[src/rtl/mem_stg.sv]
`default_nettype none
// ============================================================================
//  Module   : mem_stg
//  Purpose  : Memory stage of the 8-bit RISC pipeline. Holds the byte-wide
//             data memory, performs loads and stores, and registers the
//             MEM/WB latch that feeds write-back plus a forwarding port
//             back to execute.
//  Ports    : clk, rst_n             - clock, async active-low reset
//             stall, flush           - hold stage / squash incoming instr
//             valid_in, pipe_stg_in  - instruction valid and stage tag
//             alu_result             - ALU result and memory address
//             store_data, imm_in     - store data, load-immediate value
//             rd_in, reg_write_in    - destination reg and its write enable
//             mem_read, mem_write    - load / store strobes
//             wb_sel_in              - 0 = immediate, 1 = result
//             wb_*                   - registered MEM/WB latch
//             fwd_*                  - forwarding decode of the latch
//  Revision : 1.0 - initial release
// ============================================================================
module mem_stg #(
    parameter int ADDR_W = 4,
    parameter int DATA_W = 8
) (
    input  logic              clk,
    input  logic              rst_n,
    input  logic              stall,
    input  logic              flush,
    input  logic              valid_in,
    input  logic [3:0]        pipe_stg_in,
    input  logic [DATA_W-1:0] alu_result,
    input  logic [DATA_W-1:0] store_data,
    input  logic [DATA_W-1:0] imm_in,
    input  logic [1:0]        rd_in,
    input  logic              mem_read,
    input  logic              mem_write,
    input  logic              wb_sel_in,
    input  logic              reg_write_in,
    output logic [DATA_W-1:0] wb_imm,
    output logic [DATA_W-1:0] wb_result,
    output logic              wb_sel,
    output logic [1:0]        wb_rd,
    output logic [3:0]        wb_pipe_stg,
    output logic              wb_reg_write,
    output logic              wb_valid,
    output logic              fwd_valid,
    output logic [1:0]        fwd_rd,
    output logic [DATA_W-1:0] fwd_data
);

    localparam int C_DEPTH = 2 ** ADDR_W;

    logic [DATA_W-1:0] mem_q [C_DEPTH];

    logic [DATA_W-1:0] wb_imm_q,       wb_imm_d;
    logic [DATA_W-1:0] wb_result_q,    wb_result_d;
    logic              wb_sel_q,       wb_sel_d;
    logic [1:0]        wb_rd_q,        wb_rd_d;
    logic [3:0]        wb_pipe_stg_q,  wb_pipe_stg_d;
    logic              wb_reg_write_q, wb_reg_write_d;
    logic              wb_valid_q,     wb_valid_d;

    logic              w_accept;
    logic              w_bubble;
    logic              w_store_en;
    logic [ADDR_W-1:0] w_addr;

    // Upper address bits are dropped so accesses wrap inside the memory.
    assign w_addr     = alu_result[ADDR_W-1:0];
    assign w_accept   = valid_in & ~stall & ~flush;
    // Flush overrides stall; an invalid, unstalled slot also becomes a bubble.
    assign w_bubble   = flush | (~stall & ~valid_in);
    assign w_store_en = w_accept & mem_write;

    always_comb begin
        wb_imm_d       = wb_imm_q;
        wb_result_d    = wb_result_q;
        wb_sel_d       = wb_sel_q;
        wb_rd_d        = wb_rd_q;
        wb_pipe_stg_d  = wb_pipe_stg_q;
        wb_reg_write_d = wb_reg_write_q;
        wb_valid_d     = wb_valid_q;
        if (w_bubble) begin
            wb_valid_d     = 1'b0;
            wb_reg_write_d = 1'b0;
        end else if (w_accept) begin
            wb_imm_d       = imm_in;
            wb_sel_d       = wb_sel_in;
            wb_rd_d        = rd_in;
            wb_pipe_stg_d  = pipe_stg_in;
            wb_reg_write_d = reg_write_in;
            wb_valid_d     = 1'b1;
            // Read-before-write: a load sees memory as it was before this edge.
            // Read+write together is treated as a store returning alu_result.
            if (mem_read && !mem_write) begin
                wb_result_d = mem_q[w_addr];
            end else begin
                wb_result_d = alu_result;
            end
        end
    end

    always_ff @(posedge clk or negedge rst_n) begin
        if (!rst_n) begin
            wb_imm_q       <= '0;
            wb_result_q    <= '0;
            wb_sel_q       <= 1'b0;
            wb_rd_q        <= '0;
            wb_pipe_stg_q  <= '0;
            wb_reg_write_q <= 1'b0;
            wb_valid_q     <= 1'b0;
        end else begin
            wb_imm_q       <= wb_imm_d;
            wb_result_q    <= wb_result_d;
            wb_sel_q       <= wb_sel_d;
            wb_rd_q        <= wb_rd_d;
            wb_pipe_stg_q  <= wb_pipe_stg_d;
            wb_reg_write_q <= wb_reg_write_d;
            wb_valid_q     <= wb_valid_d;
        end
    end

    // Data memory is flop-based so that reset can clear every byte.
    always_ff @(posedge clk or negedge rst_n) begin
        if (!rst_n) begin
            for (int i = 0; i < C_DEPTH; i++) begin
                mem_q[i] <= '0;
            end
        end else if (w_store_en) begin
            mem_q[w_addr] <= store_data;
        end
    end

    assign wb_imm       = wb_imm_q;
    assign wb_result    = wb_result_q;
    assign wb_sel       = wb_sel_q;
    assign wb_rd        = wb_rd_q;
    assign wb_pipe_stg  = wb_pipe_stg_q;
    assign wb_reg_write = wb_reg_write_q;
    assign wb_valid     = wb_valid_q;

    assign fwd_valid = wb_valid_q & wb_reg_write_q;
    assign fwd_rd    = wb_rd_q;
    assign fwd_data  = wb_sel_q ? wb_result_q : wb_imm_q;

endmodule
`default_nettype wire

[config.mk]
export PLATFORM = sky130hd
export DESIGN_NAME = mem_stg
export DESIGN_NICKNAME = d
export VERILOG_FILES = /design/src/rtl/mem_stg.sv
export SDC_FILE = /design/constraint.sdc
export NUM_CORES = 1
export LEC_CHECK = 0
export ABC_CLOCK_PERIOD_IN_PS = 4400
export BUFFER_PORTS_ARGS = -buffer_cell sky130_fd_sc_hd__buf_2
export CAP_MARGIN = 20
export CORE_MARGIN = 2
export CORE_UTILIZATION = 63
export CTS_CLUSTER_DIAMETER = 100
export DETAILED_ROUTE_END_ITERATION = 10
export PLACE_DENSITY_LB_ADDON = 0.05
export SYNTH_ARGS = -nofsm -noshare
export SYNTH_HDL_FRONTEND = slang
export SYNTH_SLANG_ARGS = --single-unit
[constraint.sdc]
create_clock -name clk -period 4.4 [get_ports clk]
set_clock_uncertainty 0.15 [all_clocks]
set_input_delay 0.66 -clock clk [delete_from_list [all_inputs] [get_ports clk]]
set_output_delay 0.66 -clock clk [all_outputs]
set_load 0.1 [all_outputs]
==> results of run 1 <==
-- per-stage QoR --
step	hold slack [ps]	cell area, um2	setup WS (ps)	utilization [%]
6_report	38.5	8030	1780	74.0
4_1_cts	74.5	8030	1730	74.0
2_1_floorplan	214	7020	1730	-
3_3_place_gp	307	7460	1270	68.8
3_5_place_dp	315	7460	1220	68.8
5_1_grt	108	8030	1590	74.0
-- cell families after synthesis --
logic type             after synthesis
and+or+nand+nor                    105
AOI/OAI and AO/OA                   14
buffers and inverters               32
muxes                              182
DFF                                153
-- cell usage in the layout (no fill, tap or decap), drive strengths merged, types with 2 or more instances in the layout --
cell      n
o21ai     3
clkinv    4
and2      3
o22ai     7
a21oi     3
mux4     32
nor3     15
mux2    150
nand2    54
clkbuf   25
bufinv    2
buf      79
nand2b    2
nor2b     7
nor2     14
dfrtp   153
-- layer usage --
metal | part of all wire [%] | vias up | global-route usage [%] | wire length (um)
met2 | 47 | 157 | 43.8 | 7020
met1 | 44 | 2157 | 37.0 | 6510
li1 | - | 1906 | - | -
met3 | 7.5 | 14 | 6.94 | 1110
met5 | 0 | - | 0 | 0
met4 | 1.4 | 0 | 9.31 | 201
-- registers in the layout, summed over array words and instances (netlist names) --
register / cells
fwd_rd: 2
mem_q: 128
wb_imm: 8
wb_pipe_stg: 4
wb_reg_write: 1
wb_result: 8
wb_sel: 1
wb_valid: 1
-- final timing paths --
kind | start | end | slack (ps)
worst max register to register | mem_q[78] | wb_result[6] | 2550
worst max-delay path | stall | mem_q[99] | 1780
max in group asynchronous | rst_n | mem_q[1] | 3100
worst min-delay path | rst_n | wb_valid | 40
worst min register to register | wb_pipe_stg[1] | wb_pipe_stg[1] | 320
min in group clk | imm_in[0] | wb_imm[0] | 180
-- power groups by stage --
stage	Sequential [W]	Clock (W)	Combinational, W
after detailed placement	0.00165	0	0.000841
final	0.00162	0.00138	0.000838
after global placement	0.00164	0	0.000828
after CTS	0.00162	0.00141	0.000843
after floorplan	0.00189	0	0.000421
after global routing	0.00164	0.00147	0.000884
-- worst register-to-register path, cell delays in order (launching register included) --
cell,delay (ps)
dfrtp_1,380
mux4_2,470
mux2_2,290
o22ai_1,320
nor3_1,100
-- cell type report --
type / count / area (um2)
multi-input combinational: 301 / 3040
timing repair buffer: 79 / 414
tap: 140 / 175
fill: 705 / 2810
clock inverter: 7 / 91.3
sequential: 153 / 3830
clock buffer: 25 / 474
==> qor.csv, run 1 <==
stage;metric;value;unit
synth;FF+latch count, synth;153;
worst_setup_path;Worst Setup Path Type;in -> reg;
sta;worst rel slew slack;29.3;%
worst_setup_path;CP delay by family, top;simple AND/OR/NAND/NOR gates;
floorplanning;Die Width;110;um
place;HPWL after DPL;9.63;mm
synth;post-synthesis adder-cell area fraction;0;%
clock_network;post_cts resized;0;
synth;top_reg_cell synth;dfrtp_1;
routing;via-per-instance ratio;6.01;
synth;post-synth design cell area;7020;um2
sta;Tcrit/Tclk final;59.6;%
routing;DRC viols;0;
clock_network;number of buffers created by CTS;17;
finish;share of cells above drive strength 1;53.1;%
finish;Post-Layout Cell Count;705;
synth;largest family of logic cells by synthesized area;multiplexers;
global_routing;total gr overflow;0;
place;Post-Place Cells;673;
clock_network;Clk Latency, worst-skew pair;520;ps
global_routing;vias in the first global route;4413;
clock_network;clk slew on worst S/H paths;60;ps
floorplanning;die footprint;12000;um2
synth;post-synth cell types;32;
floorplanning;row cnt;38;
floorplanning;die height;110;um
power_and_ir_drop;overall power;0.00384;W
floorplanning;num ports;75;
synth;mux cell area share after synthesis;34.3;%
floorplanning;effective utilization at floorplan;64.7;%
sta;Peak Freq;381;MHz
sta;RSZ-0062 raised after global routing;false;
synth;most numerous cell in the Yosys netlist;dfrtp_1;
power_and_ir_drop;pwr dens;479;nW/um2
synth;leading area contributor after synthesis;dfrtp_1;
clock_network;clk sinks;153;
worst_setup_path;CP Capture Type;flop;
clock_network;clock buffer depth;2;
power_and_ir_drop;Pint;0.00262;W
clock_network;CTS root buffer;clkbuf_8;
place;IO Port Bufs;74;
synth;synthesized area per cell;14.4;um2
worst_setup_path;Critical Path RT;4660;ps
sta;Worst Tran Pin Value;1060;ps
routing;vias after detailed routing;4234;
sta;Min Clock Period, post-route;2620;ps
synth;Post-Synthesis Cells;486;
worst_setup_path;crit-path max FO;24;
worst_hold_path;worst min path class;in -> async;
worst_setup_path;FF-to-FF path depth;4;
place;routability-driven placement congestion ratio;0.813;
synth;simple-gate share of the synthesized area;7.87;%
synth;sequential area share after synthesis;54.6;%
synth;area fraction of the dominant cell type after synthesis;54.6;%
worst_setup_path;crit path buf inv count;1;
power_and_ir_drop;switching power total;0.00123;W
finish;antenna diode count;0;
run_status;outcome;completed;
finish;Area growth syn-to-layout;14.4;%
power_and_ir_drop;Seq pwr share;42.3;%
global_routing;first-pass GRT wire length;23.8;mm
synth;Synth Area in XOR/XNOR;0;%
power_and_ir_drop;switching part of the total power;31.9;%
worst_setup_path;Critical Path, Cell by Cell;buf_2 -> or3b_1 -> nor4b_4 -> and3_1 -> mux2_2;
worst_setup_path;arrival time worst endpoint;2880;ps
routing;Pre-Repair DR Iteration Count;4;
worst_setup_path;Critical Path Max Stage Delay;720;ps
sta;final setup violating endpoints;0;
power_and_ir_drop;combinational power share;21.8;%
synth;synth cell count leaders;dfrtp_1, mux2_2, nand2_1;
global_routing;total track usage;27.4;%
synth;synth warn;0;
routing;final wirelength;14.8;mm
power_and_ir_drop;VDD IR max;0.000435;V
global_routing;pin count of the biggest net entering global routing;89;
clock_network;CTS Hold Bufs;0;
routing;initial DRC count;207;
power_and_ir_drop;part of the power in the clock network;35.9;%
routing;DR WL/cell;21.1;um
sta;setup TNS;0;ps
power_and_ir_drop;LEAKAGE;3.93;nW
floorplanning;CORE AREA;10800;um2
finish;Final #Nets;591;
synth;syn_nets;525;
run;number of max-cap violations;0;
clock_network;CTS tree;done;
worst_setup_path;crit start category;primary input;
synth;Synth Area in Compound Gates;1.16;%
sta;Slew Viols, Final;0;
worst_setup_path;cell at the slowest stage of the critical path;or3b_1;
clock_network;Setup Fix Bufs, Post-CTS;0;
synth;number of synthesized flops with an enable pin;0;
global_routing;antenna violations before repair;0;
worst_setup_path;CP Depth;5;
synth;ys async rst share;100;%
routing;ANT nets after route;0;
synth;ranking of synthesized cells by area;dfrtp_1, mux2_2, mux4_2, nand2_1, clkbuf_1;
clock_network;H-tree levels;4;
sta;final hold viol count;0;
No activity file was read; power rests on OpenSTA's default activity.
==> run 2: changes to the inputs <==
--- a/config.mk
+++ b/config.mk
@@ -5,11 +5,11 @@
 export SDC_FILE = /design/constraint.sdc
 export NUM_CORES = 1
 export LEC_CHECK = 0
-export ABC_CLOCK_PERIOD_IN_PS = 4400
+export ABC_CLOCK_PERIOD_IN_PS = 2190
 export BUFFER_PORTS_ARGS = -buffer_cell sky130_fd_sc_hd__buf_2
 export CAP_MARGIN = 20
 export CORE_MARGIN = 2
-export CORE_UTILIZATION = 63
+export CORE_UTILIZATION = 53
 export CTS_CLUSTER_DIAMETER = 100
 export DETAILED_ROUTE_END_ITERATION = 10
 export PLACE_DENSITY_LB_ADDON = 0.05
==> constraint.sdc (replaced) <==
create_clock -name clk -period 2.19 [get_ports clk]
set_clock_uncertainty 0.15 [all_clocks]
set_input_delay 0.3285 -clock clk [delete_from_list [all_inputs] [get_ports clk]]
set_output_delay 0.3285 -clock clk [all_outputs]
set_load 0.1 [all_outputs]
==> qor.csv, run 2 (synthesis gave the netlist of run 1 again) <==
stage;metric;value;unit
floorplanning;die footprint;14200;um2
sta;worst rel slew slack;64.8;%
finish;antenna diode count;0;
floorplanning;die height;119;um
sta;final hold viol count;0;
place;HPWL after DPL;11.1;mm
place;IO Port Bufs;74;
finish;post-route design area;8650;um2
worst_setup_path;CP Capture Type;primary output;
sta;Worst Tran Pin Value;526;ps
sta;Slew Viols, Final;0;
worst_hold_path;worst min path class;in -> reg;
finish;most common cell after layout, fill and taps aside;dfrtp_1;
power_and_ir_drop;LEAKAGE;4.23;nW
sta;setup TNS;0;ps
clock_network;post_cts resized;0;
clock_network;clk slew on worst S/H paths;60;ps
worst_setup_path;Critical Path RT;1710;ps
sta;final setup violating endpoints;0;
routing;Pre-Repair DR Iteration Count;4;
routing;ANT nets after route;0;
floorplanning;CORE AREA;13100;um2
global_routing;vias in the first global route;4613;
floorplanning;Die Width;119;um
routing;vias after detailed routing;4438;
finish;most frequent cells in the layout;dfrtp_1, mux2_2, buf_2, nand2_1, mux4_2;
finish;max FFs per register;128;
global_routing;antenna violations before repair;0;
routing;initial DRC count;186;
floorplanning;num ports;75;
clock_network;CTS Hold Bufs;17;
worst_setup_path;CP delay by family, top;flip-flops;
finish;most flop-heavy register;mem_q;
clock_network;clk sinks;153;
worst_setup_path;crit-path max FO;10;
sta;RSZ-0062 raised after global routing;false;
routing;via-per-instance ratio;5.62;
finish;share of cells above drive strength 1;55.0;%
clock_network;H-tree levels;4;
power_and_ir_drop;pwr dens;924;nW/um2
run;number of max-cap violations;0;
sta;Tcrit/Tclk final;94.9;%
clock_network;Setup Fix Bufs, Post-CTS;0;
worst_setup_path;Critical Path, Cell by Cell;mux2_2 -> buf_2;
clock_network;number of buffers created by CTS;17;
floorplanning;row cnt;42;
power_and_ir_drop;overall power;0.00799;W
finish;# fillers;926;
routing;DRC viols;0;
power_and_ir_drop;VDD IR max;0.000562;V
place;routability-driven placement congestion ratio;0.804;
global_routing;first-pass GRT wire length;25.9;mm
routing;final wirelength;16.3;mm
worst_setup_path;arrival time worst endpoint;1600;ps
clock_network;Clk Latency, worst-skew pair;430;ps
worst_setup_path;Critical Path Max Stage Delay;490;ps
run_status;outcome;completed;
finish;Area growth syn-to-layout;23.3;%
worst_setup_path;Worst Setup Path Type;reg -> out;
clock_network;CTS root buffer;clkbuf_16;
worst_setup_path;cell at the slowest stage of the critical path;dfrtp_2;
clock_network;clock buffer depth;2;
global_routing;total gr overflow;0;
routing;DR WL/cell;20.6;um
global_routing;pin count of the biggest net entering global routing;52;
sta;Peak Freq;481;MHz
sta;Min Clock Period, post-route;2080;ps
place;dpl cell area;7880;um2
worst_setup_path;crit start category;flop;
floorplanning;effective utilization at floorplan;53.6;%
clock_network;CTS tree;done;
global_routing;total track usage;24.8;%
worst_setup_path;crit path buf inv count;1;
finish;Final #Nets;642;
==> run 2: cell types whose count changed in the layout (fill, tap and decap cells not counted) <==
cell,previous run,this run
buf_12,0,9
clkbuf_16,16,17
and2_1,3,2
bufinv_16,2,3
and2_2,0,1
clkinvlp_4,1,0
clkbuf_1,5,1
buf_4,5,30
clkinv_2,3,4
dfrtp_2,0,1
dfrtp_1,153,152
dlygate4sd3_1,0,17
==> run 2: tightest hold or removal path, cell delays in order <==
cell and delay [ps]:
buf_2 70, a22oi_1 50, nor2_1 80
==> run 2: path summary, 6_finish.rpt <==
| check | startpoint | to | slack, ps | depth (start not counted) |
|---|---|---|---|---|
| max | wb_sel | fwd_data[1] | 110 | 2 |
| min | reg_write_in | wb_reg_write | 6 | 3 |
| max reg2reg | mem_q[5] | wb_result[5] | 470 | 4 |
| min reg2reg | wb_pipe_stg[0] | wb_pipe_stg[0] | 320 | 2 |
| max in group asynchronous | rst_n | mem_q[122] | 990 | 3 |
| min in group asynchronous | rst_n | wb_reg_write | 280 | 2 |
==> run 2: layout make-up <==
cell class,instances,area (um2),area share [%]
Clock inverter,8,119,1.37
Sequential cell,153,3830,44.3
Clock buffer,22,484,5.60
Multi-Input combinational cell,301,3040,35.2
Tap cell,176,220,2.55
Timing Repair Buffer,130,952,11.0
==> run 2: power breakdown <==
group	switching [W]	internal, W	total (W)
combinational	0.00125	0.000503	0.00175
sequential	0.000164	0.00310	0.00326
clock	0.00109	0.00189	0.00298
total	0.00250	0.00549	0.00799
==> run 2: per-layer routing <==
metal	wire (um)	global-route usage [%]	vias up	share of wire, %
met1	7280	33.0	2298	45
met5	0	0	-	0
met3	659	4.98	22	4.1
li1	-	-	2004	-
met2	7990	40.7	114	49
met4	327	9.38	0	2.0
==> run 2: stage by stage <==
stage                     cells  utilization (%)  setup WS, ps  hold WS (ps)
after floorplan             486                -           107          -117
after global placement      743             60.2          54.5           169
after detailed placement    743             60.2          20.4           170
after CTS                   790             66.1          97.1          2.72
after global routing        790             66.1          78.6          39.9
final                       790             66.1           111          6.28
